==> config.mk <==
export PLATFORM = sky130hd
export DESIGN_NAME = axi4_lite_master_arbiter_flat
export DESIGN_NICKNAME = d
export VERILOG_FILES = /design/src/rtl/axi4_lite_master_arbiter_pkg.sv /design/src/rtl/axi4_lite_master_arbiter_if.sv /design/src/rtl/axi4_lite_master_arbiter_rr_arbiter.sv /design/src/rtl/axi4_lite_master_arbiter.sv /design/src/flat_wrapper.sv
export SDC_FILE = /design/constraint.sdc
export NUM_CORES = 1
export LEC_CHECK = 0
export ABC_AREA = 1
export ABC_CLOCK_PERIOD_IN_PS = 2650
export CAP_MARGIN = 20
export CORE_AREA = 2 2 183 185
export DETAILED_ROUTE_END_ITERATION = 7
export DIE_AREA = 0 0 185 187
export SLEW_MARGIN = 10
export SYNTH_ARGS = -nofsm -noshare
export SYNTH_HDL_FRONTEND = slang
export SYNTH_SLANG_ARGS = --single-unit
==> constraint.sdc <==
create_clock -name i_aclk -period 2.65 [get_ports i_aclk]
set_input_delay 0.3975 -clock i_aclk [delete_from_list [all_inputs] [get_ports i_aclk]]
set_output_delay 0.3975 -clock i_aclk [all_outputs]
set_load 0.1 [all_outputs]
==> src/rtl/axi4_lite_master_arbiter_pkg.sv <==
// Shared types for the AXI4-Lite master arbiter: response codes, FSM states and the
// constant protection value driven on AWPROT/ARPROT.
package axi4_lite_master_arbiter_pkg;

  typedef enum logic [1:0] {
    RespOkay   = 2'b00,
    RespExOkay = 2'b01,
    RespSlvErr = 2'b10,
    RespDecErr = 2'b11
  } resp_t;

  typedef enum logic [2:0] {
    StIdle,
    StWrAwW,
    StWrB,
    StRdAr,
    StRdR,
    StRsp
  } state_t;

  localparam logic [2:0] PROT_DEFAULT = 3'b000;

endpackage

==> src/rtl/axi4_lite_master_arbiter_if.sv <==
// AXI4-Lite bus bundle between the arbiter (master) and a register slave.
interface axi4_lite_master_arbiter_if #(
  parameter int unsigned ADDR_W = 32,
  parameter int unsigned DATA_W = 32
);
  logic [ADDR_W-1:0]   awaddr;
  logic [2:0]          awprot;
  logic                awvalid;
  logic                awready;
  logic [DATA_W-1:0]   wdata;
  logic [DATA_W/8-1:0] wstrb;
  logic                wvalid;
  logic                wready;
  logic [1:0]          bresp;
  logic                bvalid;
  logic                bready;
  logic [ADDR_W-1:0]   araddr;
  logic [2:0]          arprot;
  logic                arvalid;
  logic                arready;
  logic [DATA_W-1:0]   rdata;
  logic [1:0]          rresp;
  logic                rvalid;
  logic                rready;

  modport master (
    output awaddr, awprot, awvalid, wdata, wstrb, wvalid, bready, araddr, arprot, arvalid,
           rready,
    input  awready, wready, bresp, bvalid, arready, rdata, rresp, rvalid
  );

  modport slave (
    input  awaddr, awprot, awvalid, wdata, wstrb, wvalid, bready, araddr, arprot, arvalid,
           rready,
    output awready, wready, bresp, bvalid, arready, rdata, rresp, rvalid
  );
endinterface

==> src/rtl/axi4_lite_master_arbiter_rr_arbiter.sv <==
// Combinational round-robin picker: first requester at or above i_ptr, wrapping at N.
module axi4_lite_master_arbiter_rr_arbiter #(
  parameter  int unsigned N     = 4,
  localparam int unsigned IDX_W = (N > 1) ? $clog2(N) : 1
) (
  input  logic [N-1:0]     i_req,
  input  logic [IDX_W-1:0] i_ptr,
  output logic [N-1:0]     o_grant,
  output logic [IDX_W-1:0] o_grant_idx
);

  int unsigned w_idx;
  logic        w_found;

  always_comb begin
    o_grant     = '0;
    o_grant_idx = '0;
    w_found     = 1'b0;
    w_idx       = 0;
    for (int unsigned k = 0; k < N; k++) begin
      w_idx = (32'(i_ptr) + k) % N;
      if (!w_found && i_req[w_idx]) begin
        w_found        = 1'b1;
        o_grant[w_idx] = 1'b1;
        o_grant_idx    = IDX_W'(w_idx);
      end
    end
  end

endmodule

==> src/rtl/axi4_lite_master_arbiter.sv <==
// Shares one AXI4-Lite master port between N_REQ requesters; round-robin grant,
// one outstanding single-beat transaction, one-cycle completion pulse to the owner.
module axi4_lite_master_arbiter
  import axi4_lite_master_arbiter_pkg::*;
#(
  parameter int unsigned N_REQ  = 4,
  parameter int unsigned ADDR_W = 32,
  parameter int unsigned DATA_W = 32
) (
  input  logic                        i_aclk,
  input  logic                        i_aresetn,
  input  logic [N_REQ-1:0]            i_req_valid,
  output logic [N_REQ-1:0]            o_req_ready,
  input  logic [N_REQ-1:0]            i_req_write,
  input  logic [N_REQ*ADDR_W-1:0]     i_req_addr,
  input  logic [N_REQ*DATA_W-1:0]     i_req_wdata,
  input  logic [N_REQ*DATA_W/8-1:0]   i_req_wstrb,
  output logic [N_REQ-1:0]            o_rsp_valid,
  output logic [DATA_W-1:0]           o_rsp_rdata,
  output logic [1:0]                  o_rsp_resp,
  axi4_lite_master_arbiter_if.master  m_axi
);

  localparam int unsigned IDX_W  = (N_REQ > 1) ? $clog2(N_REQ) : 1;
  localparam int unsigned STRB_W = DATA_W / 8;

  state_t              r_state;
  state_t              w_state_nxt;
  logic [IDX_W-1:0]    r_ptr;
  logic [IDX_W-1:0]    r_grant_idx;
  logic [ADDR_W-1:0]   r_addr;
  logic [DATA_W-1:0]   r_wdata;
  logic [STRB_W-1:0]   r_wstrb;
  logic                r_awvalid;
  logic                r_wvalid;
  logic                r_arvalid;
  logic [DATA_W-1:0]   r_rsp_rdata;
  resp_t               r_rsp_resp;
  logic [N_REQ-1:0]    w_grant;
  logic [IDX_W-1:0]    w_grant_idx;

  axi4_lite_master_arbiter_rr_arbiter #(
    .N (N_REQ)
  ) u_rr_arbiter (
    .i_req       (i_req_valid),
    .i_ptr       (r_ptr),
    .o_grant     (w_grant),
    .o_grant_idx (w_grant_idx)
  );

  assign m_axi.awaddr  = r_addr;
  assign m_axi.awprot  = PROT_DEFAULT;
  assign m_axi.awvalid = r_awvalid;
  assign m_axi.wdata   = r_wdata;
  assign m_axi.wstrb   = r_wstrb;
  assign m_axi.wvalid  = r_wvalid;
  assign m_axi.araddr  = r_addr;
  assign m_axi.arprot  = PROT_DEFAULT;
  assign m_axi.arvalid = r_arvalid;
  assign o_rsp_rdata   = r_rsp_rdata;
  assign o_rsp_resp    = r_rsp_resp;

  always_comb begin
    w_state_nxt  = r_state;
    o_req_ready  = '0;
    o_rsp_valid  = '0;
    m_axi.bready = 1'b0;
    m_axi.rready = 1'b0;
    unique case (r_state)
      StIdle: begin
        if (|i_req_valid) begin
          o_req_ready = w_grant;
          w_state_nxt = i_req_write[w_grant_idx] ? StWrAwW : StRdAr;
        end
      end
      StWrAwW: begin
        // AW and W complete independently; leave once neither is still pending.
        if ((!r_awvalid || m_axi.awready) && (!r_wvalid || m_axi.wready)) begin
          w_state_nxt = StWrB;
        end
      end
      StWrB: begin
        m_axi.bready = 1'b1;
        if (m_axi.bvalid) w_state_nxt = StRsp;
      end
      StRdAr: begin
        if (m_axi.arready) w_state_nxt = StRdR;
      end
      StRdR: begin
        m_axi.rready = 1'b1;
        if (m_axi.rvalid) w_state_nxt = StRsp;
      end
      StRsp: begin
        o_rsp_valid[r_grant_idx] = 1'b1;
        w_state_nxt              = StIdle;
      end
      default: w_state_nxt = StIdle;
    endcase
  end

  always_ff @(posedge i_aclk) begin
    if (!i_aresetn) begin
      r_state     <= StIdle;
      r_ptr       <= '0;
      r_grant_idx <= '0;
      r_addr      <= '0;
      r_wdata     <= '0;
      r_wstrb     <= '0;
      r_awvalid   <= 1'b0;
      r_wvalid    <= 1'b0;
      r_arvalid   <= 1'b0;
      r_rsp_rdata <= '0;
      r_rsp_resp  <= RespOkay;
    end else begin
      r_state <= w_state_nxt;
      case (r_state)
        StIdle: begin
          if (|i_req_valid) begin
            r_grant_idx <= w_grant_idx;
            r_ptr       <= (w_grant_idx == IDX_W'(N_REQ - 1)) ? '0 : w_grant_idx + IDX_W'(1);
            r_addr      <= i_req_addr[w_grant_idx*ADDR_W +: ADDR_W];
            r_wdata     <= i_req_wdata[w_grant_idx*DATA_W +: DATA_W];
            r_wstrb     <= i_req_wstrb[w_grant_idx*STRB_W +: STRB_W];
            r_awvalid   <= i_req_write[w_grant_idx];
            r_wvalid    <= i_req_write[w_grant_idx];
            r_arvalid   <= !i_req_write[w_grant_idx];
          end
        end
        StWrAwW: begin
          if (m_axi.awready) r_awvalid <= 1'b0;
          if (m_axi.wready)  r_wvalid  <= 1'b0;
        end
        StWrB: begin
          if (m_axi.bvalid) begin
            r_rsp_resp  <= resp_t'(m_axi.bresp);
            r_rsp_rdata <= '0;
          end
        end
        StRdAr: begin
          if (m_axi.arready) r_arvalid <= 1'b0;
        end
        StRdR: begin
          if (m_axi.rvalid) begin
            r_rsp_rdata <= m_axi.rdata;
            r_rsp_resp  <= resp_t'(m_axi.rresp);
          end
        end
        default: ;
      endcase
    end
  end

endmodule

==> src/flat_wrapper.sv <==
// flat-port wrapper written by rule: the top's interface ports become plain ports
module axi4_lite_master_arbiter_flat import axi4_lite_master_arbiter_pkg::*;
#(
  parameter int unsigned N_REQ  = 4,
  parameter int unsigned ADDR_W = 32,
  parameter int unsigned DATA_W = 32
)
  (i_aclk, i_aresetn, i_req_valid, o_req_ready, i_req_write, i_req_addr, i_req_wdata, i_req_wstrb, o_rsp_valid, o_rsp_rdata, o_rsp_resp, m_axi_awaddr, m_axi_awprot, m_axi_awvalid, m_axi_wdata, m_axi_wstrb, m_axi_wvalid, m_axi_bready, m_axi_araddr, m_axi_arprot, m_axi_arvalid, m_axi_rready, m_axi_awready, m_axi_wready, m_axi_bresp, m_axi_bvalid, m_axi_arready, m_axi_rdata, m_axi_rresp, m_axi_rvalid);
  axi4_lite_master_arbiter_if #(.ADDR_W(ADDR_W), .DATA_W(DATA_W)) m_axi_i ();
  input  logic i_aclk;
  input  logic i_aresetn;
  input  logic [N_REQ-1:0] i_req_valid;
  output logic [N_REQ-1:0] o_req_ready;
  input  logic [N_REQ-1:0] i_req_write;
  input  logic [N_REQ*ADDR_W-1:0] i_req_addr;
  input  logic [N_REQ*DATA_W-1:0] i_req_wdata;
  input  logic [N_REQ*DATA_W/8-1:0] i_req_wstrb;
  output logic [N_REQ-1:0] o_rsp_valid;
  output logic [DATA_W-1:0] o_rsp_rdata;
  output logic [1:0] o_rsp_resp;
  output wire logic [$bits(m_axi_i.awaddr)-1:0] m_axi_awaddr;
  output wire logic [$bits(m_axi_i.awprot)-1:0] m_axi_awprot;
  output wire logic [$bits(m_axi_i.awvalid)-1:0] m_axi_awvalid;
  output wire logic [$bits(m_axi_i.wdata)-1:0] m_axi_wdata;
  output wire logic [$bits(m_axi_i.wstrb)-1:0] m_axi_wstrb;
  output wire logic [$bits(m_axi_i.wvalid)-1:0] m_axi_wvalid;
  output wire logic [$bits(m_axi_i.bready)-1:0] m_axi_bready;
  output wire logic [$bits(m_axi_i.araddr)-1:0] m_axi_araddr;
  output wire logic [$bits(m_axi_i.arprot)-1:0] m_axi_arprot;
  output wire logic [$bits(m_axi_i.arvalid)-1:0] m_axi_arvalid;
  output wire logic [$bits(m_axi_i.rready)-1:0] m_axi_rready;
  input wire logic [$bits(m_axi_i.awready)-1:0] m_axi_awready;
  input wire logic [$bits(m_axi_i.wready)-1:0] m_axi_wready;
  input wire logic [$bits(m_axi_i.bresp)-1:0] m_axi_bresp;
  input wire logic [$bits(m_axi_i.bvalid)-1:0] m_axi_bvalid;
  input wire logic [$bits(m_axi_i.arready)-1:0] m_axi_arready;
  input wire logic [$bits(m_axi_i.rdata)-1:0] m_axi_rdata;
  input wire logic [$bits(m_axi_i.rresp)-1:0] m_axi_rresp;
  input wire logic [$bits(m_axi_i.rvalid)-1:0] m_axi_rvalid;
  assign m_axi_awaddr = m_axi_i.awaddr;
  assign m_axi_awprot = m_axi_i.awprot;
  assign m_axi_awvalid = m_axi_i.awvalid;
  assign m_axi_wdata = m_axi_i.wdata;
  assign m_axi_wstrb = m_axi_i.wstrb;
  assign m_axi_wvalid = m_axi_i.wvalid;
  assign m_axi_bready = m_axi_i.bready;
  assign m_axi_araddr = m_axi_i.araddr;
  assign m_axi_arprot = m_axi_i.arprot;
  assign m_axi_arvalid = m_axi_i.arvalid;
  assign m_axi_rready = m_axi_i.rready;
  assign m_axi_i.awready = m_axi_awready;
  assign m_axi_i.wready = m_axi_wready;
  assign m_axi_i.bresp = m_axi_bresp;
  assign m_axi_i.bvalid = m_axi_bvalid;
  assign m_axi_i.arready = m_axi_arready;
  assign m_axi_i.rdata = m_axi_rdata;
  assign m_axi_i.rresp = m_axi_rresp;
  assign m_axi_i.rvalid = m_axi_rvalid;
  axi4_lite_master_arbiter #(.N_REQ(N_REQ), .ADDR_W(ADDR_W), .DATA_W(DATA_W)) u_core (.i_aclk(i_aclk), .i_aresetn(i_aresetn), .i_req_valid(i_req_valid), .o_req_ready(o_req_ready), .i_req_write(i_req_write), .i_req_addr(i_req_addr), .i_req_wdata(i_req_wdata), .i_req_wstrb(i_req_wstrb), .o_rsp_valid(o_rsp_valid), .o_rsp_rdata(o_rsp_rdata), .o_rsp_resp(o_rsp_resp), .m_axi(m_axi_i));
endmodule
==> results_dict.tcl, run 1 <==
set metrics [dict create \
    route.detailed.drc 0 \
    holdPathStages 2 \
    rows 67 \
    ioPinCount 476 \
    die_h_um 187 \
    n_antenna_cell 0 \
    fin_ws_ns 0.101 \
    critPathLaunchType "flip-flop" \
    crit_path_max_fanout 5 \
    core-area_um2 32900 \
    grtUsageTotal 0.177 \
    peakVddDrop_mv 0.682 \
    first_iter_violations 384 \
    grt_max_degree 73 \
    hold_end "u_core.o_rsp_resp[0]" \
    die_x_um 185 \
    numCtsBuffers 9 \
    rrSetupSlack_ns 0.29 \
    grt_overflow 0 \
    r2r_end "u_core.m_axi.araddr[20]" \
    clock_latency_ns 0.38 \
    cts_max_level 3 \
    grt_pass1_wl_um 47700 \
    finalNetCount 2046 \
    outcome "complete, no violations" \
    first_global_vias 8882 \
    report.final.slew_viol_count 0 \
    p_leak_uw 0.00648 \
    hpwlAfterDp_um 25000 \
    cp.arrival_ns 2.15 \
    portBuffers 469 \
    cp_data_required_time_ns 2.25 \
    vias 9310 \
    hold-worst-slack_ns 0.464 \
    period_minus_slack_ns 2.55 \
    antenna_left 0 \
    setup_viol_count_final 0 \
    synth.cell_area_um2 7880 \
    clock.fmax_ghz 0.392 \
    hold_class "reg -> reg" \
    post-route-period-util 0.962 \
    worstMarginPinSlew_ns 0.819 \
    dieArea_um2 34600 \
    pwr_density_cell_nw_per_um2 1510 \
    reg2reg_depth 16 \
    synth_warnings 0 \
    wl_per_cell_um 14.8 \
    crit_path_end_kind "primary output" \
    start_util 0.240 \
    fin_skew_ns 0.0167 \
    ys_seq_elements 112 \
    dr.pass1.iters 5 \
    yosys.cell_types.count 37 \
    area_growth_pct 67.0 \
    hold_viol 0 \
    cts_tree "built" \
    clk_pin_slew_worst_paths_ns 0.08 \
    wirelength_um 32100 \
    syn_avg_cell_area_um2 6.10 \
    drive_gt1_frac 0.175 \
    hold_start "u_core.o_rsp_resp[0]" \
    max_slew_margin 0.454 \
    pre_cts_ws_ns -0.000627 \
    clock_sinks 112 \
    place_congestion 0.871 \
    seq_area_frac_synth 0.285 \
    syn_inst 1291 \
    postPlaceCellArea_um2 12700 \
    stdcell_area_um2 13200 \
    cts_root_buf "clkbuf_16" \
    antenna_found_initial 0 \
    maxCapViolCount 0 \
    utilization 0.401 \
    crit_type "reg -> out" \
    max-clock-path-buffers 2 \
    vias_per_cell 4.30 \
    timing.rr.start "u_core.r_ptr[0]" \
]
==> cell type report <==
class                      count  area [um^2]
fill                        3499        19700
timing repair buffer         521         4950
multi-input combinational    905         4460
sequential                   112         2240
inverter                     165          641
tap                          448          561
clock buffer                  10          229
clock inverter                 6         83.8
==> cell families after synthesis <==
| family | after synthesis | share of synthesized area |
|---|---|---|
| flip-flops | 112 | 0.285 |
| AO/OA/AOI/OAI | 126 | 0.139 |
| AND/OR/NAND/NOR | 764 | 0.394 |
| other | 1 | 0.000476 |
| adder cells (fa/ha/maj) | 9 | 0.0143 |
| buffers and inverters | 279 | 0.168 |
==> cells in the final DEF, fill, tap and decap left out, types with 2 or more instances in the layout <==
| cell | count |
|---|---|
| a21oi_1 | 10 |
| a22oi_1 | 32 |
| buf_12 | 18 |
| buf_4 | 180 |
| clkbuf_16 | 9 |
| clkdlybuf4s50_1 | 322 |
| clkinvlp_4 | 4 |
| conb_1 | 6 |
| dfxtp_1 | 110 |
| dfxtp_2 | 2 |
| ha_1 | 8 |
| inv_1 | 154 |
| inv_2 | 3 |
| inv_4 | 2 |
| inv_6 | 2 |
| nand2_1 | 462 |
| nand2_2 | 11 |
| nand2_4 | 4 |
| nand3_1 | 83 |
| nand3_2 | 3 |
| nand4_1 | 3 |
| nor2_1 | 178 |
| nor2_4 | 2 |
| nor3_1 | 7 |
| nor3_2 | 4 |
| nor4_1 | 2 |
| o2111ai_2 | 2 |
| o2111ai_4 | 2 |
| o211ai_1 | 24 |
| o211ai_2 | 40 |
| o21ai_0 | 8 |
| o21ai_1 | 4 |
==> synth_stat cells (all sizes together) <==
| master | count | area (um^2) |
|---|---|---|
| nand2 | 478 | 1830 |
| nor2 | 182 | 707 |
| inv | 164 | 621 |
| dfxtp | 112 | 2240 |
| buf | 87 | 598 |
| nand3 | 87 | 450 |
| o211ai | 64 | 681 |
| a22oi | 32 | 240 |
| clkbuf | 27 | 101 |
| o21ai | 12 | 60.1 |
| nor3 | 11 | 70.1 |
| a21oi | 10 | 50.1 |
| ha | 9 | 113 |
| nand4 | 4 | 31.3 |
| o2111ai | 4 | 35.0 |
| nor4 | 2 | 12.5 |
| a211oi | 1 | 7.51 |
| a21boi | 1 | 7.51 |
| clkinv | 1 | 3.75 |
| conb | 1 | 3.75 |
| o22ai | 1 | 6.26 |
| o31ai | 1 | 7.51 |
==> what timing repair did <==
item | CTS | global route
endpoints found under the setup margin | 4 | 4
setup buffers | 0 | 2
pin swaps | 0 | 4
hold buffers | 0 | 0
gates resized for setup | 6 | 15
==> worst max path at each step <==
stage                           start                      end  cells past startpoint
CTS                   u_core.r_ptr[0]           o_req_ready[3]                     12
global placement       i_req_valid[3]  u_core.m_axi.araddr[20]                     15
detailed placement     i_req_valid[3]  u_core.m_axi.araddr[20]                     15
finish                u_core.r_ptr[0]           o_req_ready[3]                     11
floorplan           u_core.r_state[1]           o_rsp_valid[0]                      3
global route          u_core.r_ptr[0]           o_req_ready[1]                     11
==> layer usage <==
layer | vias up | GRT usage | share of wire
li1 | 4805 | - | -
met1 | 4145 | 0.196 | 0.40
met2 | 330 | 0.326 | 0.50
met3 | 30 | 0.0467 | 0.081
met4 | 0 | 0.0525 | 0.021
met5 | - | 0 | 0
==> report_power, final <==
part | internal (uW) | total, uW | switching [uW]
clock | 761 | 1500 | 743
combinational | 4880 | 15900 | 11000
sequential | 2190 | 2570 | 372
==> worst max-delay path, cell delays in order, from the launching register on <==
cell        delay [ns]
dfxtp_2           0.36
inv_4             0.04
ha_4              0.30
inv_2             0.06
nand2_2           0.08
nand2_4           0.07
nor2_8            0.15
nand3_4           0.13
o2111ai_2         0.22
nand2_2           0.11
clkinvlp_4        0.10
buf_12            0.16
==> flip-flops by register name, summed over array words and instances, names as in the netlist <==
signal	cells
u_core.o_rsp_resp	2
u_core.r_grant_idx	2
u_core.m_axi.wstrb	4
u_core.m_axi.arvalid	1
u_core.m_axi.awvalid	1
u_core.m_axi.wvalid	1
u_core.r_state	3
u_core.m_axi.wdata	32
u_core.r_ptr	2
u_core.m_axi.araddr	32
u_core.o_rsp_rdata	32
==> metrics by stage <==
step | cells | setup TNS, ns | power [uW]
floorplan | 1296 | -1.41 | 14300
global placement | 2149 | 0 | 18300
detailed placement | 2149 | -0.000627 | 18400
CTS | 2165 | 0 | 20000
global route | 2167 | -0.00544 | 21500
finish | 2167 | 0 | 19900
Power figures use the tool's default switching activity.
==> inputs of run 2 (changes only) <==
--- a/config.mk
+++ b/config.mk
@@ -15,3 +15,4 @@
 export SYNTH_ARGS = -nofsm -noshare
 export SYNTH_HDL_FRONTEND = slang
 export SYNTH_SLANG_ARGS = --single-unit
+export TNS_END_PERCENT = 1
==> results_dict.tcl, run 2 (synthesis results as in run 1) <==
set metrics [dict create \
    final_cell_mix "nand2_1 (469), clkdlybuf4s50_1 (322), buf_4 (179)" \
    postPlaceCellArea_um2 12700 \
    cp-startpoint "u_core.r_ptr[1]" \
    finalNetCount 2046 \
    hold_buffers 0 \
    n_antenna_cell 0 \
    hold_viol 0 \
    hpwlAfterDp_um 26100 \
    clock_latency_ns 0.36 \
    r2r_end "u_core.m_axi.araddr[0]" \
    vias 9447 \
    period_minus_slack_ns 2.55 \
    core-area_um2 32900 \
    start_util 0.240 \
    ioPinCount 476 \
    area.sequential_um2 2240 \
    p_switching_uw 12100 \
    cp.arrival_ns 2.15 \
    worstMarginPinSlew_ns 0.504 \
    grt_max_degree 83 \
    clk_pin_slew_worst_paths_ns 0.08 \
    maxCapViolCount 0 \
    cts_max_level 3 \
    grt_overflow 0 \
    grt_pass1_wl_um 49700 \
    cp-endpoint "o_req_ready[1]" \
    power_switching_share 0.605 \
    die_h_um 187 \
    rsz0062_at_grt "true" \
    fin_skew_ns 0.00899 \
    die_x_um 185 \
    max-clock-path-buffers 2 \
    pwr-share-comb 0.796 \
    worstPathCellList "inv_2, ha_4, inv_2, nand2_1, nand2_2, nor2_8, nand3_4, o2111ai_2, nand2_1, inv_1, buf_12" \
    cts_root_buf "clkbuf_16" \
    outcome "complete, no violations" \
    numCtsBuffers 9 \
    dr.pass1.iters 4 \
    fill_cells 3515 \
    hold_class "reg -> reg" \
    place_congestion 0.888 \
    pwr_density_cell_nw_per_um2 1520 \
    critPathBufInv 4 \
    vias_per_cell 4.36 \
    post-route-period-util 0.960 \
    timing.rr.start "u_core.r_ptr[1]" \
    dpl.cell_count 2148 \
    first_iter_violations 309 \
    peakVddDrop_mv 0.708 \
    crit_path_max_fanout 5 \
    drive_gt1_frac 0.169 \
    cpMaxStageDelayCell "dfxtp_1" \
    crit_path_end_kind "primary output" \
    portBuffers 469 \
    cp_data_required_time_ns 2.25 \
    intPower_uw 7890 \
    slowest_delay_ns 0.35 \
    grtUsageTotal 0.183 \
    seqPwrFrac 0.128 \
    report.final.slew_viol_count 0 \
    setup_viol_count_final 0 \
    reg2reg_depth 18 \
    multi_input_area_um2 4410 \
    dieArea_um2 34600 \
    layout_commonest_cell "nand2_1" \
    path_delay_family "simple AND/OR/NAND/NOR gates" \
    antenna_left 0 \
    route.detailed.drc 0 \
    clock_sinks 112 \
    area_growth_pct 66.5 \
    rows 67 \
    pwr-share-clk 0.076 \
    critPathLaunchType "flip-flop" \
    stdcell_area_um2 13100 \
    antenna_found_initial 1 \
    finalPower_uw 20000 \
    rrSetupSlack_ns 0.22 \
    first_global_vias 9105 \
    clock.fmax_ghz 0.393 \
    p_leak_uw 0.00652 \
    wl_per_cell_um 15.3 \
    wirelength_um 33200 \
    layoutNonFillerInstCount 2167 \
    crit_type "reg -> out" \
    cp_num_cells 11 \
    max_slew_margin 0.664 \
    cts_tree "built" \
]
==> run 2: cell count changes in the layout (fill, tap and decap cells not counted), moves of 2 or more <==
cell	delta
buf_12	+2
clkbuf_8	+2
clkinvlp_4	-4
inv_1	+2
inv_2	+2
nand2_1	+7
nand2_2	-6
o2111ai_2	+2
o2111ai_4	-2
==> run 2: worst min-delay path, stage by stage (launching register included) <==
cell,delay (ns)
dfxtp_1,0.32
nand2_1,0.06
a21oi_1,0.05
==> run 2: metal layers <==
layer / wire length, um / global-route usage / up-vias / share of wire
met3: 2800 / 0.0516 / 36 / 0.084
met1: 13100 / 0.202 / 4260 / 0.39
met2: 16400 / 0.336 / 349 / 0.49
met5: 13 / 0 / - / 0.00039
met4: 864 / 0.0583 / 2 / 0.026
li1: - / - / 4800 / -
==> run 2: worst min path at each step <==
stage	from	to	slack [ns]	depth (start not counted)
after global placement	u_core.o_rsp_resp[1]	u_core.o_rsp_resp[1]	0.45	2
after floorplan	u_core.r_grant_idx[1]	u_core.r_grant_idx[1]	0.49	2
after CTS	u_core.o_rsp_resp[1]	u_core.o_rsp_resp[1]	0.47	2
after global routing	u_core.o_rsp_resp[1]	u_core.o_rsp_resp[1]	0.49	2
after detailed placement	u_core.o_rsp_resp[1]	u_core.o_rsp_resp[1]	0.46	2
final	u_core.o_rsp_resp[1]	u_core.o_rsp_resp[1]	0.48	2
==> run 2: stage by stage <==
step | TNS (ns) | hold slack (ns) | setup slack [ns] | util
after floorplan | -1.47 | 0.491 | -0.352 | -
after global placement | -0.00912 | 0.453 | -0.00912 | 0.387
after detailed placement | -0.608 | 0.461 | -0.0860 | 0.387
after CTS | 0 | 0.474 | 0.00221 | 0.398
after global routing | -0.0885 | 0.489 | -0.0312 | 0.399
final | 0 | 0.476 | 0.105 | 0.399
==> run 2: area by class of cell <==
type | count | area share
repair buffers | 521 | 0.379
multi-input cells | 905 | 0.336
flip-flops and latches | 112 | 0.171
inverters | 165 | 0.0478
well taps | 448 | 0.0427
clock buffers | 11 | 0.0193
clock inverters | 5 | 0.00467
==> run 2: repair_timing <==
item | CTS | global route
setup buffers | 0 | 3
gates resized for setup | 5 | 5
pin swaps | 0 | 1
endpoints found under the hold margin | 0 | 0
setup endpoints to repair | 4 | 9
==> run 2: power by group through the flow <==
stage	Combinational (uW)	Clock [uW]	Sequential [uW]
after global routing	17200	1650	2640
after detailed placement	15900	0	2600
final	15900	1510	2570
after CTS	15900	1580	2580
after global placement	15800	0	2590
after floorplan	8710	0	5580
